**src/rtl/guest_entry_ctrl_pkg.sv**
```systemverilog
// -----------------------------------------------------------------------------
// guest_entry_ctrl_pkg
// Shared definitions for the guest admission slice: default pool size
// (guest_slots), default barrier window, FSM state encoding and the width
// helpers used to size slot indices and free-slot counters.
// -----------------------------------------------------------------------------
package guest_entry_ctrl_pkg;

  // Default number of guest slots shared between entry and exit handling.
  localparam int guest_slots = 20;

  // Default maximum number of cycles the barrier stays open.
  localparam int GATE_CYCLES_DEFAULT = 16;

  typedef enum logic [1:0] {
    S_IDLE  = 2'd0,
    S_GATE  = 2'd1,
    S_CLEAR = 2'd2
  } state_e;

  // Slot index width; a single-slot pool still needs a 1-bit index port.
  function automatic int sw_of(input int n);
    return (n > 1) ? $clog2(n) : 1;
  endfunction

  // Counter width able to hold 0..n inclusive.
  function automatic int cw_of(input int n);
    return $clog2(n + 1);
  endfunction

endpackage

```
**src/rtl/guest_entry_ctrl_if.sv**
```systemverilog
// -----------------------------------------------------------------------------
// guest_entry_ctrl_if
// Bundles the sensor/exit-stage inputs and the admission outputs of
// guest_entry_ctrl.
//   master : drives entry_req, car_pass, exit_valid, exit_slot;
//            observes grant/deny/timeout/exit_err pulses, slot_id, gate_open,
//            free_cnt and full.
//   slave  : the controller side (directions reversed).
// -----------------------------------------------------------------------------
interface guest_entry_ctrl_if
  import guest_entry_ctrl_pkg::*;
#(
  parameter int N_GUEST = guest_slots
);

  localparam int SW = sw_of(N_GUEST);
  localparam int CW = cw_of(N_GUEST);

  logic          entry_req;
  logic          car_pass;
  logic          exit_valid;
  logic [SW-1:0] exit_slot;

  logic          entry_grant;
  logic          entry_deny;
  logic [SW-1:0] slot_id;
  logic          gate_open;
  logic          entry_timeout;
  logic          exit_err;
  logic [CW-1:0] free_cnt;
  logic          full;

  modport master (
    output entry_req, car_pass, exit_valid, exit_slot,
    input  entry_grant, entry_deny, slot_id, gate_open,
           entry_timeout, exit_err, free_cnt, full
  );

  modport slave (
    input  entry_req, car_pass, exit_valid, exit_slot,
    output entry_grant, entry_deny, slot_id, gate_open,
           entry_timeout, exit_err, free_cnt, full
  );

endinterface

```
**src/rtl/guest_slot_picker.sv**
```systemverilog
// -----------------------------------------------------------------------------
// guest_slot_picker
// Combinational lowest-zero priority encoder over the occupancy bitmap.
//   occ      : occupancy bitmap, bit i set = slot i in use
//   idx      : lowest index with occ[i] == 0 (0 when none free)
//   any_free : at least one slot is free
// -----------------------------------------------------------------------------
module guest_slot_picker
  import guest_entry_ctrl_pkg::*;
#(
  parameter int N_GUEST = guest_slots
) (
  input  logic [N_GUEST-1:0]          occ,
  output logic [sw_of(N_GUEST)-1:0]   idx,
  output logic                        any_free
);

  localparam int SW = sw_of(N_GUEST);

  // NOTE: every output gets a default before the loop so no path leaves it
  // unassigned; otherwise synthesis infers a latch.
  always_comb begin
    idx      = '0;
    any_free = 1'b0;
    // Scan high-to-low so the last hit written is the lowest free index.
    for (int i = N_GUEST - 1; i >= 0; i--) begin
      if (!occ[i]) begin
        idx      = SW'(i);
        any_free = 1'b1;
      end
    end
  end

endmodule

```
**src/rtl/guest_entry_ctrl.sv**
```systemverilog
// -----------------------------------------------------------------------------
// guest_entry_ctrl
// Guest-vehicle admission controller. Reserves the lowest free guest slot on
// an entry request, opens the barrier for up to GATE_CYCLES cycles, commits
// on car_pass or rolls the reservation back on timeout, and absorbs slot
// releases from the exit stage so free_cnt stays coherent with the bitmap.
//   clk   : rising-edge clock
//   rst_n : asynchronous active-low reset
//   bus   : guest_entry_ctrl_if.slave (requests, exit releases, all outputs)
// All outputs are registered.
// -----------------------------------------------------------------------------
module guest_entry_ctrl
  import guest_entry_ctrl_pkg::*;
#(
  parameter int N_GUEST     = guest_slots,
  parameter int GATE_CYCLES = GATE_CYCLES_DEFAULT
) (
  input  logic               clk,
  input  logic               rst_n,
  guest_entry_ctrl_if.slave  bus
);

  localparam int SW = sw_of(N_GUEST);
  localparam int CW = cw_of(N_GUEST);
  localparam int TW = $clog2(GATE_CYCLES);

  localparam logic [TW-1:0] TIMER_LAST = TW'(GATE_CYCLES - 1);
  localparam logic [CW-1:0] FREE_INIT  = CW'(N_GUEST);
  localparam logic [SW:0]   SLOT_LIMIT = (SW + 1)'(N_GUEST);

  state_e               state;
  logic [N_GUEST-1:0]   occ;
  logic [N_GUEST-1:0]   occ_next;
  logic [CW-1:0]        free_next;
  logic [TW-1:0]        timer;

  logic [SW-1:0]        pick_idx;
  logic                 pick_any;

  logic                 idle_req;
  logic                 do_alloc;
  logic                 do_deny;
  logic                 do_timeout;
  logic                 timeout_rel;
  logic                 exit_in_range;
  logic                 exit_bit;
  logic                 exit_hit;
  logic                 exit_bad;

  // Allocation always searches the bitmap as it stood before this cycle's
  // releases, so a slot freed this cycle is never handed out in the same cycle.
  guest_slot_picker #(
    .N_GUEST (N_GUEST)
  ) u_picker (
    .occ      (occ),
    .idx      (pick_idx),
    .any_free (pick_any)
  );

  always_comb begin
    idle_req    = (state == S_IDLE) && bus.entry_req;
    do_alloc    = idle_req && (bus.free_cnt != '0) && pick_any;
    do_deny     = idle_req && !do_alloc;
    // car_pass on the last timer cycle wins, so it masks the timeout.
    do_timeout  = (state == S_GATE) && !bus.car_pass && (timer == TIMER_LAST);
    // Only give the slot back if it is still held; an exit that already
    // released the reserved slot must not be counted twice.
    timeout_rel = do_timeout && occ[bus.slot_id];

    exit_in_range = ({1'b0, bus.exit_slot} < SLOT_LIMIT);
    exit_bit      = 1'b0;
    if (exit_in_range) exit_bit = occ[bus.exit_slot];
    // A slot being rolled back by timeout this cycle counts as already free.
    exit_hit = bus.exit_valid && exit_bit &&
               !(do_timeout && (bus.exit_slot == bus.slot_id));
    exit_bad = bus.exit_valid && !exit_hit;

    occ_next = occ;
    if (do_alloc)    occ_next[pick_idx]      = 1'b1;
    if (timeout_rel) occ_next[bus.slot_id]   = 1'b0;
    if (exit_hit)    occ_next[bus.exit_slot] = 1'b0;

    free_next = bus.free_cnt - CW'(do_alloc) + CW'(timeout_rel) + CW'(exit_hit);
  end

  // NOTE: sequential state uses non-blocking assignments only, so every
  // register samples the pre-edge values computed above, regardless of order.
  always_ff @(posedge clk or negedge rst_n) begin
    if (!rst_n) begin
      state             <= S_IDLE;
      // NOTE: occ is a flop bitmap rather than a RAM, so it is reset here;
      // an unreset pool would hand out arbitrary slots after power-up.
      occ               <= '0;
      timer             <= '0;
      bus.free_cnt      <= FREE_INIT;
      bus.full          <= 1'b0;
      bus.slot_id       <= '0;
      bus.gate_open     <= 1'b0;
      bus.entry_grant   <= 1'b0;
      bus.entry_deny    <= 1'b0;
      bus.entry_timeout <= 1'b0;
      bus.exit_err      <= 1'b0;
    end else begin
      occ               <= occ_next;
      bus.free_cnt      <= free_next;
      bus.full          <= (free_next == '0);
      bus.entry_grant   <= do_alloc;
      bus.entry_deny    <= do_deny;
      bus.entry_timeout <= do_timeout;
      bus.exit_err      <= exit_bad;

      case (state)
        S_IDLE: begin
          if (do_alloc) begin
            bus.slot_id   <= pick_idx;
            timer         <= '0;
            bus.gate_open <= 1'b1;
            state         <= S_GATE;
          end else if (do_deny) begin
            state <= S_CLEAR;
          end
        end
        S_GATE: begin
          if (bus.car_pass || do_timeout) begin
            bus.gate_open <= 1'b0;
            state         <= S_CLEAR;
          end else begin
            timer <= timer + TW'(1);
          end
        end
        S_CLEAR: begin
          // Hold off until the car leaves the sensor so one waiting car
          // produces exactly one grant or deny.
          if (!bus.entry_req) state <= S_IDLE;
        end
        default: begin
          bus.gate_open <= 1'b0;
          state         <= S_IDLE;
        end
      endcase
    end
  end

endmodule
```
**src/flat_wrapper.sv**
```systemverilog
// flat-port wrapper written by rule: the top's interface ports become plain ports
module guest_entry_ctrl_flat import guest_entry_ctrl_pkg::*;
#(
  parameter int N_GUEST     = guest_slots,
  parameter int GATE_CYCLES = GATE_CYCLES_DEFAULT
)
  (clk, rst_n, bus_entry_req, bus_car_pass, bus_exit_valid, bus_exit_slot, bus_entry_grant, bus_entry_deny, bus_slot_id, bus_gate_open, bus_entry_timeout, bus_exit_err, bus_free_cnt, bus_full);
  guest_entry_ctrl_if #(.N_GUEST(N_GUEST)) bus_i ();
  input  logic clk;
  input  logic rst_n;
  input wire logic [$bits(bus_i.entry_req)-1:0] bus_entry_req;
  input wire logic [$bits(bus_i.car_pass)-1:0] bus_car_pass;
  input wire logic [$bits(bus_i.exit_valid)-1:0] bus_exit_valid;
  input wire logic [$bits(bus_i.exit_slot)-1:0] bus_exit_slot;
  output wire logic [$bits(bus_i.entry_grant)-1:0] bus_entry_grant;
  output wire logic [$bits(bus_i.entry_deny)-1:0] bus_entry_deny;
  output wire logic [$bits(bus_i.slot_id)-1:0] bus_slot_id;
  output wire logic [$bits(bus_i.gate_open)-1:0] bus_gate_open;
  output wire logic [$bits(bus_i.entry_timeout)-1:0] bus_entry_timeout;
  output wire logic [$bits(bus_i.exit_err)-1:0] bus_exit_err;
  output wire logic [$bits(bus_i.free_cnt)-1:0] bus_free_cnt;
  output wire logic [$bits(bus_i.full)-1:0] bus_full;
  assign bus_i.entry_req = bus_entry_req;
  assign bus_i.car_pass = bus_car_pass;
  assign bus_i.exit_valid = bus_exit_valid;
  assign bus_i.exit_slot = bus_exit_slot;
  assign bus_entry_grant = bus_i.entry_grant;
  assign bus_entry_deny = bus_i.entry_deny;
  assign bus_slot_id = bus_i.slot_id;
  assign bus_gate_open = bus_i.gate_open;
  assign bus_entry_timeout = bus_i.entry_timeout;
  assign bus_exit_err = bus_i.exit_err;
  assign bus_free_cnt = bus_i.free_cnt;
  assign bus_full = bus_i.full;
  guest_entry_ctrl #(.N_GUEST(N_GUEST), .GATE_CYCLES(GATE_CYCLES)) u_core (.clk(clk), .rst_n(rst_n), .bus(bus_i));
endmodule
```
**config.mk**
```make
export PLATFORM = sky130hd
export DESIGN_NAME = guest_entry_ctrl_flat
export DESIGN_NICKNAME = d
export VERILOG_FILES = /design/src/rtl/guest_entry_ctrl_pkg.sv /design/src/rtl/guest_entry_ctrl_if.sv /design/src/rtl/guest_slot_picker.sv /design/src/rtl/guest_entry_ctrl.sv /design/src/flat_wrapper.sv
export SDC_FILE = /design/constraint.sdc
export NUM_CORES = 1
export LEC_CHECK = 0
export ABC_AREA = 1
export CORE_ASPECT_RATIO = 0.7
export CORE_MARGIN = 10
export CORE_UTILIZATION = 35
export DETAILED_ROUTE_END_ITERATION = 10
export PLACE_DENSITY = 0.66
export SLEW_MARGIN = 5
export SYNTH_ARGS = -nofsm -noshare
export SYNTH_HDL_FRONTEND = slang
export SYNTH_SLANG_ARGS = --single-unit
```
**constraint.sdc**
```tcl
create_clock -name clk -period 3.02 [get_ports clk]
set_input_delay 0.906 -clock clk [delete_from_list [all_inputs] [get_ports clk]]
set_output_delay 0.906 -clock clk [all_outputs]
set_load 0.01 [all_outputs]
```
== Yosys cells after proc, flatten, opt, wreduce, memory -nomap -nowiden ==
Cells that the tools add are included.
Word-level totals
  bits in registers: 42
  output and inout bits: 16
Operators by class
  reductions and logical operators: 27
  order comparisons: 7
  equality and inequality tests: 9
  add/sub/neg operators: 4
  bitwise logic cells: 6
  multiplexer cells: 65
Operators by type and width (count)
  5-bit two-way mux: 20
  20-bit two-way mux: 3
  20-bit bitwise AND: 2
  20-bit NOT: 2
  1-bit two-way mux: 28
  20-bit OR: 1
  5-bit by 6-bit < comparator with 1-bit output, second input constant: 3
  1-bit demux with 5-bit select: 3
  5-bit by 1-bit greater-or-equal comparator with 1-bit output, second input constant: 3
  1-bit logical AND: 14
  5-bit by 1-bit adder with 5-bit output: 2
  1-bit binary-select mux with 5-bit select: 2
  3-bit AND reduction: 3
  2-bit two-way mux: 4
  4-bit two-way mux: 2
  4-bit case mux with 2 select lines: 1
  2-bit inequality test, second input constant: 3
  2-bit case mux with 3 select lines: 1
  5-bit equality test: 1
  5-bit logical NOT: 1
  5-bit < comparator, second input constant: 1
  5-bit nonzero test: 1
  5-bit by 1-bit subtractor with 5-bit output: 1
  4-bit by 1-bit adder with 4-bit output, second input constant: 1
  12 further kinds: 15

== Longest topological paths before layout ==
Gate-level depths: netlist (run 1).
  depth in word-level cells: 30
  gate-level depth with buffers: 22
  mapped depth without buffers: 22

== By module ==
Synthesis (run 1) repeated with hierarchy kept, for this count alone.
Second synthesis, totals
  cell total of the unflattened synthesis: 483
  area, all modules: 3235.6 um^2
By module, submodules not included
  guest_entry_ctrl: instances 1, cells each 433, area each 3025.4 um^2
  guest_slot_picker: instances 1, cells each 50, area each 210.2 um^2

== Worst setup path after synthesis (run 1) ==
Ideal clock, no wire load.
  path type: in2reg
  from: in bus_exit_slot[1]
  to: reg u_core.bus.full
  arrival: 2.986 ns
  setup slack: -0.094 ns
  required time: 2.892 ns
  buffers on the path: 1
  cell stages on the path: 14
  cell sequence: buf_2 nor2_1 inv_2 o22ai_1 o21ai_1 nand2_1 inv_1 o2111ai_1 nand2_2 fa_1 fa_1 o21ai_0 xor2_1 nor4_1
On the way
  cells in the longest elaborated chain, start to end: 7
  elaborated cells on any way between the ends: 11
  those cells by class: add/sub: 1; order compare: 1; eq/ne: 1; mux: 3; reduce/logical: 5
RTL lines
  start, declared: RTL line flat_wrapper.sv:14  | input wire logic [$bits(bus_i.exit_slot)-1:0] bus_exit_slot;
  1-bit binary-select mux with 5-bit select: RTL line guest_entry_ctrl.sv:72  | if (exit_in_range) exit_bit = occ[bus.exit_slot];
  1-bit two-way mux (not written as such): RTL line guest_entry_ctrl.sv:72
  1-bit two-way mux: RTL line guest_entry_ctrl.sv:72
  1-bit logical AND: RTL line guest_entry_ctrl.sv:74  | exit_hit = bus.exit_valid && exit_bit &&
  1-bit logical AND *: RTL line guest_entry_ctrl.sv:74
  5-bit by 1-bit adder with 5-bit output *: RTL line guest_entry_ctrl.sv:83  | free_next = bus.free_cnt - CW'(do_alloc) + CW'(timeout_rel) + CW'(exit_hit);
  via u_core.free_next[4]: RTL line guest_entry_ctrl.sv:34  | logic [CW-1:0] free_next;
  5-bit logical NOT *: RTL line guest_entry_ctrl.sv:106  | bus.full <= (free_next == '0);
  end signal, assigned: RTL line guest_entry_ctrl.sv:106
  end, declared: RTL line guest_entry_ctrl_if.sv:42  | entry_timeout, exit_err, free_cnt, full
Mark *: on every way through the listed nets, which the timed path passes. The rest lies on a longest branch. The select of a mux whose other input is x is not followed.
A chain may end at the register's enable or synchronous reset.

== Final worst setup path (run 1) ==
  from: in bus_car_pass
  to: reg u_core.bus.full
On the way
  cells in the longest elaborated chain, start to end: 8
  elaborated cells on any way between the ends: 10
  those cells by class: add/sub: 2; reduce/logical: 8
RTL lines
  start, declared: RTL line flat_wrapper.sv:12  | input wire logic [$bits(bus_i.car_pass)-1:0] bus_car_pass;
  1-bit logical NOT *: RTL line guest_entry_ctrl.sv:65  | do_timeout = (state == S_GATE) && !bus.car_pass && (timer == TIMER_LAST);
  1-bit logical AND * (2 in a row): RTL line guest_entry_ctrl.sv:65
  via u_core.do_timeout: RTL line guest_entry_ctrl.sv:43  | logic do_timeout;
  parallel branches: the longest is 3 deep, another holds 5-bit by 1-bit adder with 5-bit output
  5-bit by 1-bit adder with 5-bit output *: RTL line guest_entry_ctrl.sv:83
  5-bit logical NOT *: RTL line guest_entry_ctrl.sv:106
Mark *: on every way through the listed nets, which the timed path passes.

==> out/summary.txt, run 1 <==
Layout cell share with drive strength beyond 1: 0.2818
DIE WIDTH: 125.4 um
Routed wire length: 8470 um
Largest net degree at the start of global routing: 43
Finished Layout Cells: 531
RSZ-0062 raised after global routing: yes
Initial drt markers: 286
Pwr dens: 1129 nW/um^2
Drt first pass iters: 5
CP Data Required Time: 3230 ps
Mapped Cells: 352
Antenna violations before repair: 0
Post-DP HPWL: 6597 um
Avg Synthesized Cell Area: 7.731 sq um
Setup crit start kind: input pin
Peak VDD IR: 0.7821 mV
Worst Setup End Kind: register
Clock transition at path regs: 90 ps
DR WL/cell: 15.95 um
Worst-case clock buffer depth: 2
Hold Path Sink: u_core.timer[0]
Cell count of the worst hold path: 1
Largest delay contributor family on the critical path: adder cells
GRT Overall Usage: 0.1445
# clock sinks: 42
Max incr delay on CP: 540 ps
Cell leakage power: 1.765 nW
Worst R2R End: u_core.bus.full
Largest cells by area after synthesis: dfrtp_1, o22ai_1, inv_1
CP arrival: 3160 ps
Area grow syn2layout: 35.31%
Row cnt: 26
Total congestion overflow: 0
Net load switching power: 1.992 mW
Worst slew pin tran: 942.8 ps
CTS tree: built
Crit-path most repeated cell: fa_2
Max-Cap Viols: 0
N_diodes: 0
Yosys reg bits: 42
Final setup fails: 0
CP bufs+invs: 2
Clock power frac: 0.130
Reg power frac: 0.240
Seq/Total Area, Yosys: 0.3871
FF-to-FF path depth: 12
Slew Limit Headroom: 0.3715
ANT nets after route: 0
Vias per cell: 5.324
Status: complete, no violations
Post-CTS Hold Fix Bufs: 0
Cell taking the most area after synthesis: dfrtp_1
Top Ports: 26
Mapped Area: 2721 sq um
Htree depth: 2
R2r setup slk: 90 ps
Worst-Skew Late Latency: 310 ps
Comb pwr share: 0.630
Unique cell type count in the Yosys netlist: 38
Final hold violations: 0
CP cell instances: clkdlybuf4s50_1 -> nor3_2 -> buf_4 -> a41oi_1 -> nand2_2 -> fa_2 -> fa_2 -> nand2_1 -> nor4_1
Hold Crit Class: register to register
Slowest CP cell: fa_2
Final Critical Period: 2943 ps
Full die area: 11760 sq um
Setup Total Neg Slack: 0 ps
Fmax: 0.3398 GHz
CTS buffer count: 5
Placer Congestion: 0.9470
Core footprint: 7417 sq um
Starting density of the core: 0.3669
Top-area cell type share of the netlist area: 0.3678
PortBufs: 25
Fin crit share: 0.9745
Number of global-route vias before repair: 2755
Kind of critical path: input pin to register
Syn Nets: 370
Remaining DRCs: 0
Synthesis warning total: 0
Int Power: 2.166 mW
Crit Reg-Reg Startpoint: u_core.bus.slot_id[0]
Worst Path Max Fanout: 3
Nets: 450
Sw Share: 0.4790
Vias: 2827
First-pass GRT wire length: 14030 um
Clock Root Buffer: clkbuf_8
Die height: 93.78 um
Final clock skew: 9.809 ps
Placed Cells incl. Taps: 514
Hold path start: u_core.timer[0]
Final Slew Violations: 0
[stage by stage]
step	utilization	instance area [sq um]	total power [mW]	hold slack [ps]	setup slack [ps]
3_5_place_dp	0.4573	3392	3.447	492.1	-630.3
5_1_grt	0.4965	3682	4.497	537.6	-54.81
6_report	0.4965	3682	4.159	507.5	77.03
2_1_floorplan	-	2733	2.493	467.8	39.86
4_1_cts	0.4867	3610	4.049	513.0	3.477
3_3_place_gp	0.4573	3392	3.412	481.4	-586.1
[repair_timing]
| item | in CTS | in global routing |
|---|---|---|
| setup buffers | 5 | 4 |
| pin swaps | 13 | 11 |
| resized for setup | 24 | 15 |
| endpoints found under the setup margin | 5 | 3 |
[worst max-delay path by stage]
stage	slack [ps]	from	depth (start not counted)	endpoint
final	80	bus_car_pass	9	u_core.bus.full
after global routing	-50	u_core.bus.slot_id[0]	13	u_core.bus.full
after CTS	3	u_core.bus.slot_id[0]	13	u_core.bus.full
after detailed placement	-630	bus_exit_slot[0]	15	u_core.bus.full
after global placement	-590	bus_exit_slot[0]	14	u_core.bus.full
after floorplan	40	bus_exit_slot[1]	13	u_core.bus.full
[kinds of logic (layout without fill, tap and decap cells)]
family / count (synthesis) / in the layout / share of synthesized area
and+or+nand+nor: 134 / 134 / 0.2451
AOI/OAI and AO/OA: 92 / 92 / 0.1968
buffers and inverters: 67 / 148 / 0.09977
DFF: 42 / 42 / 0.3871
xor gates and xnor gates: 9 / 9 / 0.02896
adders and majority gates: 8 / 8 / 0.04230
[layout by cell type (no fill, tap or decap), drive strengths merged, types with 2 or more instances in the layout]
| cell type | instances |
|---|---|
| fa | 2 |
| nand3 | 14 |
| xnor2 | 4 |
| o21ai | 21 |
| nand2 | 61 |
| dfrtp | 40 |
| clkbuf | 5 |
| nand4 | 9 |
| clkinv | 2 |
| xor2 | 5 |
| ha | 6 |
| a31oi | 2 |
| inv | 60 |
| nor3 | 18 |
| nor2 | 28 |
| a21oi | 25 |
| bufinv | 2 |
| dfstp | 2 |
| buf | 57 |
| dlygate4sd2 | 4 |
| o22ai | 38 |
| clkdlybuf4s50 | 18 |
[state kept, by name (all words and copies together), names as in the netlist]
register                  count
u_core.bus.entry_deny         1
u_core.bus.entry_grant        1
u_core.bus.entry_timeout      1
u_core.bus.exit_err           1
u_core.bus.free_cnt           5
u_core.bus.full               1
u_core.bus.gate_open          1
u_core.bus.slot_id            5
u_core.occ                   20
u_core.state                  2
u_core.timer                  4
[per-layer routing]
metal | share of wire | track usage | up-vias
met5 | 0 | 0 | -
met4 | 0.010 | 0.03155 | 0
met3 | 0.077 | 0.02820 | 18
met2 | 0.42 | 0.2152 | 116
met1 | 0.50 | 0.2093 | 1327
li1 | - | - | 1366
[area by class of cell]
cell class                 count  area (sq um)
clock buffer                   5         68.82
sequential                    42          1056
timing repair buffer          79         635.6
multi-input combinational    243          1501
fill                         721          3735
tap                           98         122.6
inverter                      61         229.0
clock inverter                 3         68.82
[power by group through the flow]
stage	Sequential (mW)	Clock [mW]	Combinational (mW)
after floorplan	0.985	0	1.51
after global placement	0.984	0	2.43
after detailed placement	0.998	0	2.45
after CTS	0.990	0.551	2.51
after global routing	1.03	0.578	2.89
final	0.997	0.540	2.62
[cells in the mapped netlist (all sizes together)]
cell     number
clkinv        1
nor2         28
o22ai        38
clkbuf        2
a221oi        1
a31oi         2
o41ai         1
nand3b        1
xor2          5
o221ai        1
o21ai        21
a21oi        25
buf           4
nand3        14
nor4          1
and3          1
o2111ai       1
a41oi         1
dfstp         2
ha            6
nand4         9
fa            2
nor3         18
inv          60
xnor2         4
o21bai        1
dfrtp        40
nand2        61
and2          1
(Power assumes the default switching activity.)
==> run 2, diff against run 1 <==
--- a/config.mk
+++ b/config.mk
@@ -8,9 +8,9 @@
 export ABC_AREA = 1
 export CORE_ASPECT_RATIO = 0.7
 export CORE_MARGIN = 10
-export CORE_UTILIZATION = 35
+export CORE_UTILIZATION = 40
 export DETAILED_ROUTE_END_ITERATION = 10
-export PLACE_DENSITY = 0.66
+export PLACE_DENSITY = 0.72
 export SLEW_MARGIN = 5
 export SYNTH_ARGS = -nofsm -noshare
 export SYNTH_HDL_FRONTEND = slang
==> out/summary.txt, run 2 (synthesis gave the netlist of run 1 again) <==
DIE WIDTH: 118.6 um
Max incr delay on CP: 540 ps
CP arrival: 3150 ps
Starting density of the core: 0.4065
Post-CTS Hold Fix Bufs: 0
CTS buffer count: 5
Kind of critical path: input pin to register
Worst-Skew Late Latency: 300 ps
Crit Reg-Reg Startpoint: u_core.bus.slot_id[0]
Final Worst Setup Slack: 73.77 ps
Max reg flops: 20
Final setup fails: 0
Top reg by flops: u_core.occ
Status: complete, no violations
Fin crit share: 0.9756
Nets: 449
Htree depth: 2
Slew Limit Headroom: 0.3746
DR WL/cell: 16.52 um
Worst hold margin: 511.2 ps
# clock sinks: 42
Full die area: 10560 sq um
First-pass GRT wire length: 13760 um
Final Slew Violations: 0
Cell leakage power: 1.759 nW
Antenna violations before repair: 0
Hold path start: u_core.timer[1]
Finished Layout Cells: 526
GRT Overall Usage: 0.1583
Drt first pass iters: 5
Commonest non-fill, non-tap cell in the layout: buf_4
CP Data Required Time: 3220 ps
Sequential cell area: 1056 sq um
Vias per cell: 5.527
Dpl ws: -605.9 ps
Number of global-route vias before repair: 2753
Pwr dens: 1141 nW/um^2
Clock Root Buffer: clkbuf_8
Layout cell share with drive strength beyond 1: 0.2731
Final clock skew: 3.860 ps
N_diodes: 0
Worst Path Max Fanout: 4
Clock transition at path regs: 80 ps
Largest registers: u_core.occ (20), u_core.bus.free_cnt (5), u_core.bus.slot_id (5)
Critical path startpoint: bus_exit_slot[3]
Initial drt markers: 305
Routed wire length: 8692 um
Total congestion overflow: 0
Peak VDD IR: 0.5786 mV
Placed Cells incl. Taps: 509
Fmax: 0.3394 GHz
Placer Congestion: 1.008
Area of the multi-input gates: 1491 sq um
Worst-case clock buffer depth: 2
Final hold violations: 0
CP cell instances: dlygate4sd2_1 -> inv_1 -> nor3_2 -> o21ai_0 -> o2111ai_1 -> nand2_2 -> fa_2 -> fa_2 -> nand2_1 -> nor4_1
Hold Crit Class: register to register
Most frequent cells in the layout: buf_4, inv_1, nand2_1
Max-Cap Viols: 0
Die height: 89.01 um
Top Ports: 26
PortBufs: 25
Crit-path most repeated cell: fa_2
CTS tree: built
FILL cells: 652
Vias: 2907
ANT nets after route: 0
Slowest CP cell: fa_2
Area grow syn2layout: 34.71%
Worst slew pin tran: 938.1 ps
Largest net degree at the start of global routing: 43
Setup crit start kind: input pin
Final Critical Period: 2946 ps
Core footprint: 6694 sq um
Remaining DRCs: 0
Row cnt: 25
Post-DP HPWL: 6555 um
Worst Setup End Kind: register
## run 2: layout make-up
cell class                      count  area share
Multi-Input combinational cell    243      0.4068
Sequential cell                    42      0.2881
Timing Repair Buffer               78      0.1717
Inverter                           61     0.06246
Tap cell                           94     0.03208
Clock buffer                        6     0.02253
Clock inverter                      2     0.01638
## run 2: per-layer routing
layer / GRT usage / vias up / share of wire
met1: 0.2275 / 1364 / 0.46
met5: 0 / - / 0
met4: 0.02320 / 0 / 0.0092
met2: 0.2442 / 165 / 0.43
li1: - / 1362 / -
met3: 0.03218 / 16 / 0.098
## run 2: worst paths after layout
path / end / slack (ps) / cells past startpoint
setup / recovery: u_core.bus.full / 70 / 10
hold / removal: u_core.timer[1] / 510 / 2
setup reg to reg: u_core.bus.full / 80 / 13
hold reg to reg: u_core.timer[1] / 510 / 2
max in group asynchronous: u_core.bus.slot_id[1] / 1630 / 1
min in group asynchronous: u_core.bus.free_cnt[1] / 750 / 1
## run 2: what timing repair did
action                                 in CTS  in global routing
gates resized for setup                    21                 17
buffers inserted                            3                  6
setup endpoints to repair                   5                  2
pin swaps                                  12                 10
endpoints found under the hold margin       0                  0
## run 2: report_power, final
group          switching, mW  internal (mW)  total [mW]  leakage (nW)
Clock                  0.208          0.353       0.561        0.0714
Sequential             0.212          0.793        1.00         0.465
Combinational           1.59           1.02        2.62          1.22
Total                   2.01           2.17        4.18          1.76
## run 2: critical path, delay by kind of cell
kind | cells | cell delay, ps
fa+ha+maj | 2 | 900
simple gates | 4 | 640
buf+inv | 2 | 390
compound gates | 2 | 300
## run 2: per-stage QoR
step                setup TNS [ps]  utilization  power [mW]  instance area, sq um
floorplan                        0            -       2.493                  2733
global placement             -2023       0.5049       3.392                  3379
detailed placement           -3113       0.5049       3.434                  3379
CTS                              0       0.5342       4.031                  3576
global route                -94.39       0.5477       4.454                  3666
finish                           0       0.5477       4.181                  3666
==> run 3, diff against run 2 <==
--- a/config.mk
+++ b/config.mk
@@ -15,3 +15,4 @@
 export SYNTH_ARGS = -nofsm -noshare
 export SYNTH_HDL_FRONTEND = slang
 export SYNTH_SLANG_ARGS = --single-unit
+export TNS_END_PERCENT = 100
==> results of run 3 <==
Same layout as run 2: the final DEF is identical, and so are final timing and power.
==> RTL edit 1: new RTL, flow settings as in run 2 <==
Set the package constant `GATE_CYCLES_DEFAULT` to 32 (it was 16).
--- a/src/rtl/guest_entry_ctrl_pkg.sv
+++ b/src/rtl/guest_entry_ctrl_pkg.sv
@@ -12,3 +12,3 @@
   // Default maximum number of cycles the barrier stays open.
-  localparam int GATE_CYCLES_DEFAULT = 16;
+  localparam int GATE_CYCLES_DEFAULT = 32;
 
Function: no difference found for any inputs over 10 cycles, from zero or initial values and one cycle with rst_n low; that may be too few to reach the edited logic, so the function may still have changed.
==> RTL edit 1 against run 2 <==
- sequential cell count is 1 higher
- highest routed layer unchanged
- largest cell class unchanged
- critical endpoint unchanged
- largest power group unchanged
- synthesized area increased by 2.1%
- design area increased by 3.5%
- wire length up 7.8%
- total power increased by 6.0%
- worst setup slack got worse by 0.072 ns
- combinational power increased by 6%
- count of clock-buffer cells in the layout is 1 lower
==> RTL edit 1: results (changes against run 2) <==
* Clock network area share at 3.59% (-0.30 points)
* Non-Filler Instances at 534 (+1.5%)
* Number of global-route vias before repair at 2900 (+5.3%)
* Fillers at 604 (-7.4%)
* Hold Path End: u_core.bus.gate_open$_DFFE_PN0P_
* Net Switching at 2150 uW (+6.9%)
* Slew margin rel. at 34.1% (-3.3 points)
* Met1 Usage GRT at 24.6% (+1.9 points)
* Placed Cells at 510 (+0.20%)
* Post-route cell area at 3790 sq um (+3.5%)
* Outcome: finished clean
* Final net count at 458 (+2.0%)
* DR vias at 3023 (+4.0%)
* Routed wl met3 at 975 um (+15%)
* Comb pwr at 2790 uW (+6%)
* RePlAce Congestion at 0.979 (-2.9%)
* Signal buf overhead at 16.8% (-0.39 points)
* Total track usage at 16.9% (+1.1 points)
* First-pass GRT wire length at 14900 um (+8.4%)
* R2R Path Start: u_core.bus.slot_id[1]$_DFFE_PN0P_
* Global routing usage on met3 at 4.37% (+1.2 points)
* Syn nets at 376 (+1.6%)
* Wire per inst at 17.6 um (+6.2%)
* Placement Cell Area at 3390 sq um (+0.41%)
* Worst VDD drop at 791 uV (+37%)
* Worst-path clk slew at 0.10 ns (+0.02 ns)
* Seq. cell area at 1080 sq um (+2.4%)
* Drt first-iter violations at 374 (+23%)
* Top cells by area, synth: dfrtp_1 (37%), o22ai_1 (9.0%), nand2_1 (7.0%)
* Min Hold Slack at 0.512 ns (+0.00107 ns)
* Internal reg-to-reg setup slack at 0.10 ns (+0.02 ns)
* Comb_multi_in at 249 (+2.5%)
* Post-DP HPWL at 6910 um (+5.5%)
## RTL edit 1: cell types whose count changed in the layout (fill, tap and decap cells not counted), moves of 3 or more
| cell | delta |
|---|---|
| inv_4 | +3 |
| nand2_1 | +6 |
| nor3_1 | -3 |
| nand3_1 | -3 |
| o21ai_1 | +3 |
| inv_1 | -3 |
| nand2_4 | -3 |
| xnor2_1 | -3 |
| nand2_2 | -3 |
## RTL edit 1: logic make-up (layout without fill, tap and decap cells)
logic type                 after synthesis  count (layout)  synth area share [%]
AOI/OAI and AO/OA                      101             101                  21.2
xor gates and xnor gates                 5               5                  1.58
adders and majority gates                9               9                  4.59
buffers and inverters                   65             148                  9.55
DFF                                     43              43                  38.8
and+or+nand+nor                        134             134                  24.3
## RTL edit 1: timing repair
action                     CTS  global route
setup buffers               12             3
setup endpoints to repair    5             4
gates resized for setup     22            32
cloned                       0             1
pin swaps                   10            11
==> RTL edit 2: new RTL, config.mk and constraints of run 2 <==
Without the edit above. Reset style: synchronous (`rst_n`), changed in one clocked block. Comments in the files are not updated.
--- a/src/rtl/guest_entry_ctrl.sv
+++ b/src/rtl/guest_entry_ctrl.sv
@@ -87,3 +87,3 @@
   // register samples the pre-edge values computed above, regardless of order.
-  always_ff @(posedge clk or negedge rst_n) begin
+  always_ff @(posedge clk) begin
     if (!rst_n) begin
Formal check against the unedited RTL: differs if rst_n is asserted again (counterexample within 4 cycles, from zero or initial values and one cycle with rst_n low); with rst_n held inactive, the same outputs for 10 cycles.
==> RTL edit 2 against run 2 <==
- synthesized area down 2.4%
- design area down 3.5%
- global-route usage up 0.47 points
- sequential share of layout area down 4.8 points
- die area down 1.9%
- wire length up 2.2%
- worst setup slack worse by 0.044 ns
- sequential cell count unchanged
- critical endpoint is now u_core.bus.full$_SDFF_PN0_
Power is not compared: it rests on default switching activity, and its combinational part moved more than twofold at a synthesized area within 25%.
==> RTL edit 2: results (changes against run 2) <==
* Outcome: finished clean
* CTS max path bufs at 2 (unchanged)
* Worst Skew at 0.00728 ns (+0.00342 ns)
* DR vias at 2978 (+2.4%)
* Worst-path clk slew at 0.09 ns
* Hold Path Origin: u_core.occ[5]$_SDFF_PN0_
* Post-DP HPWL at 6930 um (+5.8%)
* Post-synth top cells: nand2_1 (73), inv_1 (54), dfxtp_1 (42), nor2_1 (27), a21oi_1 (24)
* Worst-Margin Slew at 0.467 ns (-0.471 ns)
* Internal reg-to-reg setup slack at 0.06 ns (-0.02 ns)
* Wire per inst at 16.6 um (+0.63%)
* Num CTS Buffers at 5 (unchanged)
* Setup bufs post-CTS at 2 (-1)
* Netlist cell types at 42 (+11%)
* Hold Path End: u_core.occ[5]$_SDFF_PN0_
* Largest net degree at the start of global routing at 25 (-42%)
* Layout cell share with drive strength beyond 1 at 24.6% (-2.7 points)
* Async SR Flop Fraction at 0% (-100 points)
* Crit Path Max Fanout at 7 (+3)
* TritonRoute pass-1 iters at 5 (unchanged)
* Final net count at 460 (+2.4%)
* Top cells by area, synth: dfxtp_1 (32%), nand2_1 (10%), inv_1 (7.6%)
* CTS resizes at 18 (-14%)
* Syn Inst Count at 380 (+8.0%)
* Worst Path Arrival at 3.20 ns (+0.05 ns)
* Crit share post-route at 99.0% (+1.5 points)
* Number of global-route vias before repair at 2724 (-1.1%)
* R2R Path End: u_core.bus.full$_SDFF_PN0_
* Register area share after synthesis at 31.7% (-7.1 points)
* Syn nets at 398 (+7.6%)
* Worst slack at placement at -0.690 ns (-0.0842 ns)
* Ys flop type: dfxtp_1
* Crit path launch: bus_exit_slot[0]
* Via-to-Cell Ratio at 5.58 (+0.91%)
* Fillers at 627 (-3.8%)
* First-pass GRT wire length at 13900 um (+0.71%)
* R2R Path Start: u_core.bus.slot_id[0]$_SDFFE_PN0P_
* Min Hold Slack at 0.494 ns (-0.0173 ns)
* Placed Cells at 522 (+2.6%)
* Placement Cell Area at 3290 sq um (-2.8%)
* Fin util at 55.8% (+1.0 points)
-- RTL edit 2: changes by cell type in the layout (fill, tap and decap cells not counted), moves of 6 or more --
cell      change
buf_4        -16
dfrtp_1      -38
dfxtp_1      +39
inv_2         -6
nand2_1      +24
nand2_4       -7
nor2_1        +8
o211ai_1      +9
o21ai_0       -8
o22ai_1      -26
o311ai_1      +7
-- RTL edit 2: where the power goes --
part / leakage, uW / internal [uW] / switching [uW]
sequential: 0.000344 / 598 / 37.1
clock: 0.0000472 / 184 / 212
combinational: 0.000892 / 251 / 307
total: 0.00128 / 1030 / 555
-- RTL edit 2: cell type report --
type / count / share of cell area, %
multi-input cells: 268 / 48.0
flip-flops and latches: 42 / 24.0
repair buffers: 62 / 15.1
inverters: 62 / 6.79
well taps: 91 / 3.22
clock buffers: 6 / 2.34
clock inverters: 2 / 0.354
repair inverters: 1 / 0.212
-- RTL edit 2: kinds of logic (layout without fill, tap and decap cells) --
| kind of cell | after synthesis | after routing | share of synthesized area, % |
|---|---|---|---|
| AO/OA/AOI/OAI | 90 | 90 | 23.3 |
| XOR/XNOR | 9 | 9 | 2.97 |
| adder cells (fa/ha/maj) | 8 | 8 | 4.33 |
| buffers and inverters | 70 | 133 | 10.4 |
| flip-flops | 42 | 42 | 31.7 |
| AND/OR/NAND/NOR | 161 | 161 | 27.4 |
-- RTL edit 2: worst max-delay path: stages --
cell and delay, ns:
buf_8 0.10, buf_6 0.11, nor2_4 0.21, a22oi_2 0.12, o221ai_1 0.08, nand3_1 0.12
nand3_2 0.11, o211ai_4 0.11, fa_2 0.38, fa_2 0.39, xor2_1 0.18, nand2_1 0.12
nor4_2 0.27
-- RTL edit 2: routing by layer --
layer	GRT usage (%)	wire [um]
met1	22.6	4080
met2	23.3	3570
met3	6.30	1100
met4	3.06	124
met5	0	0
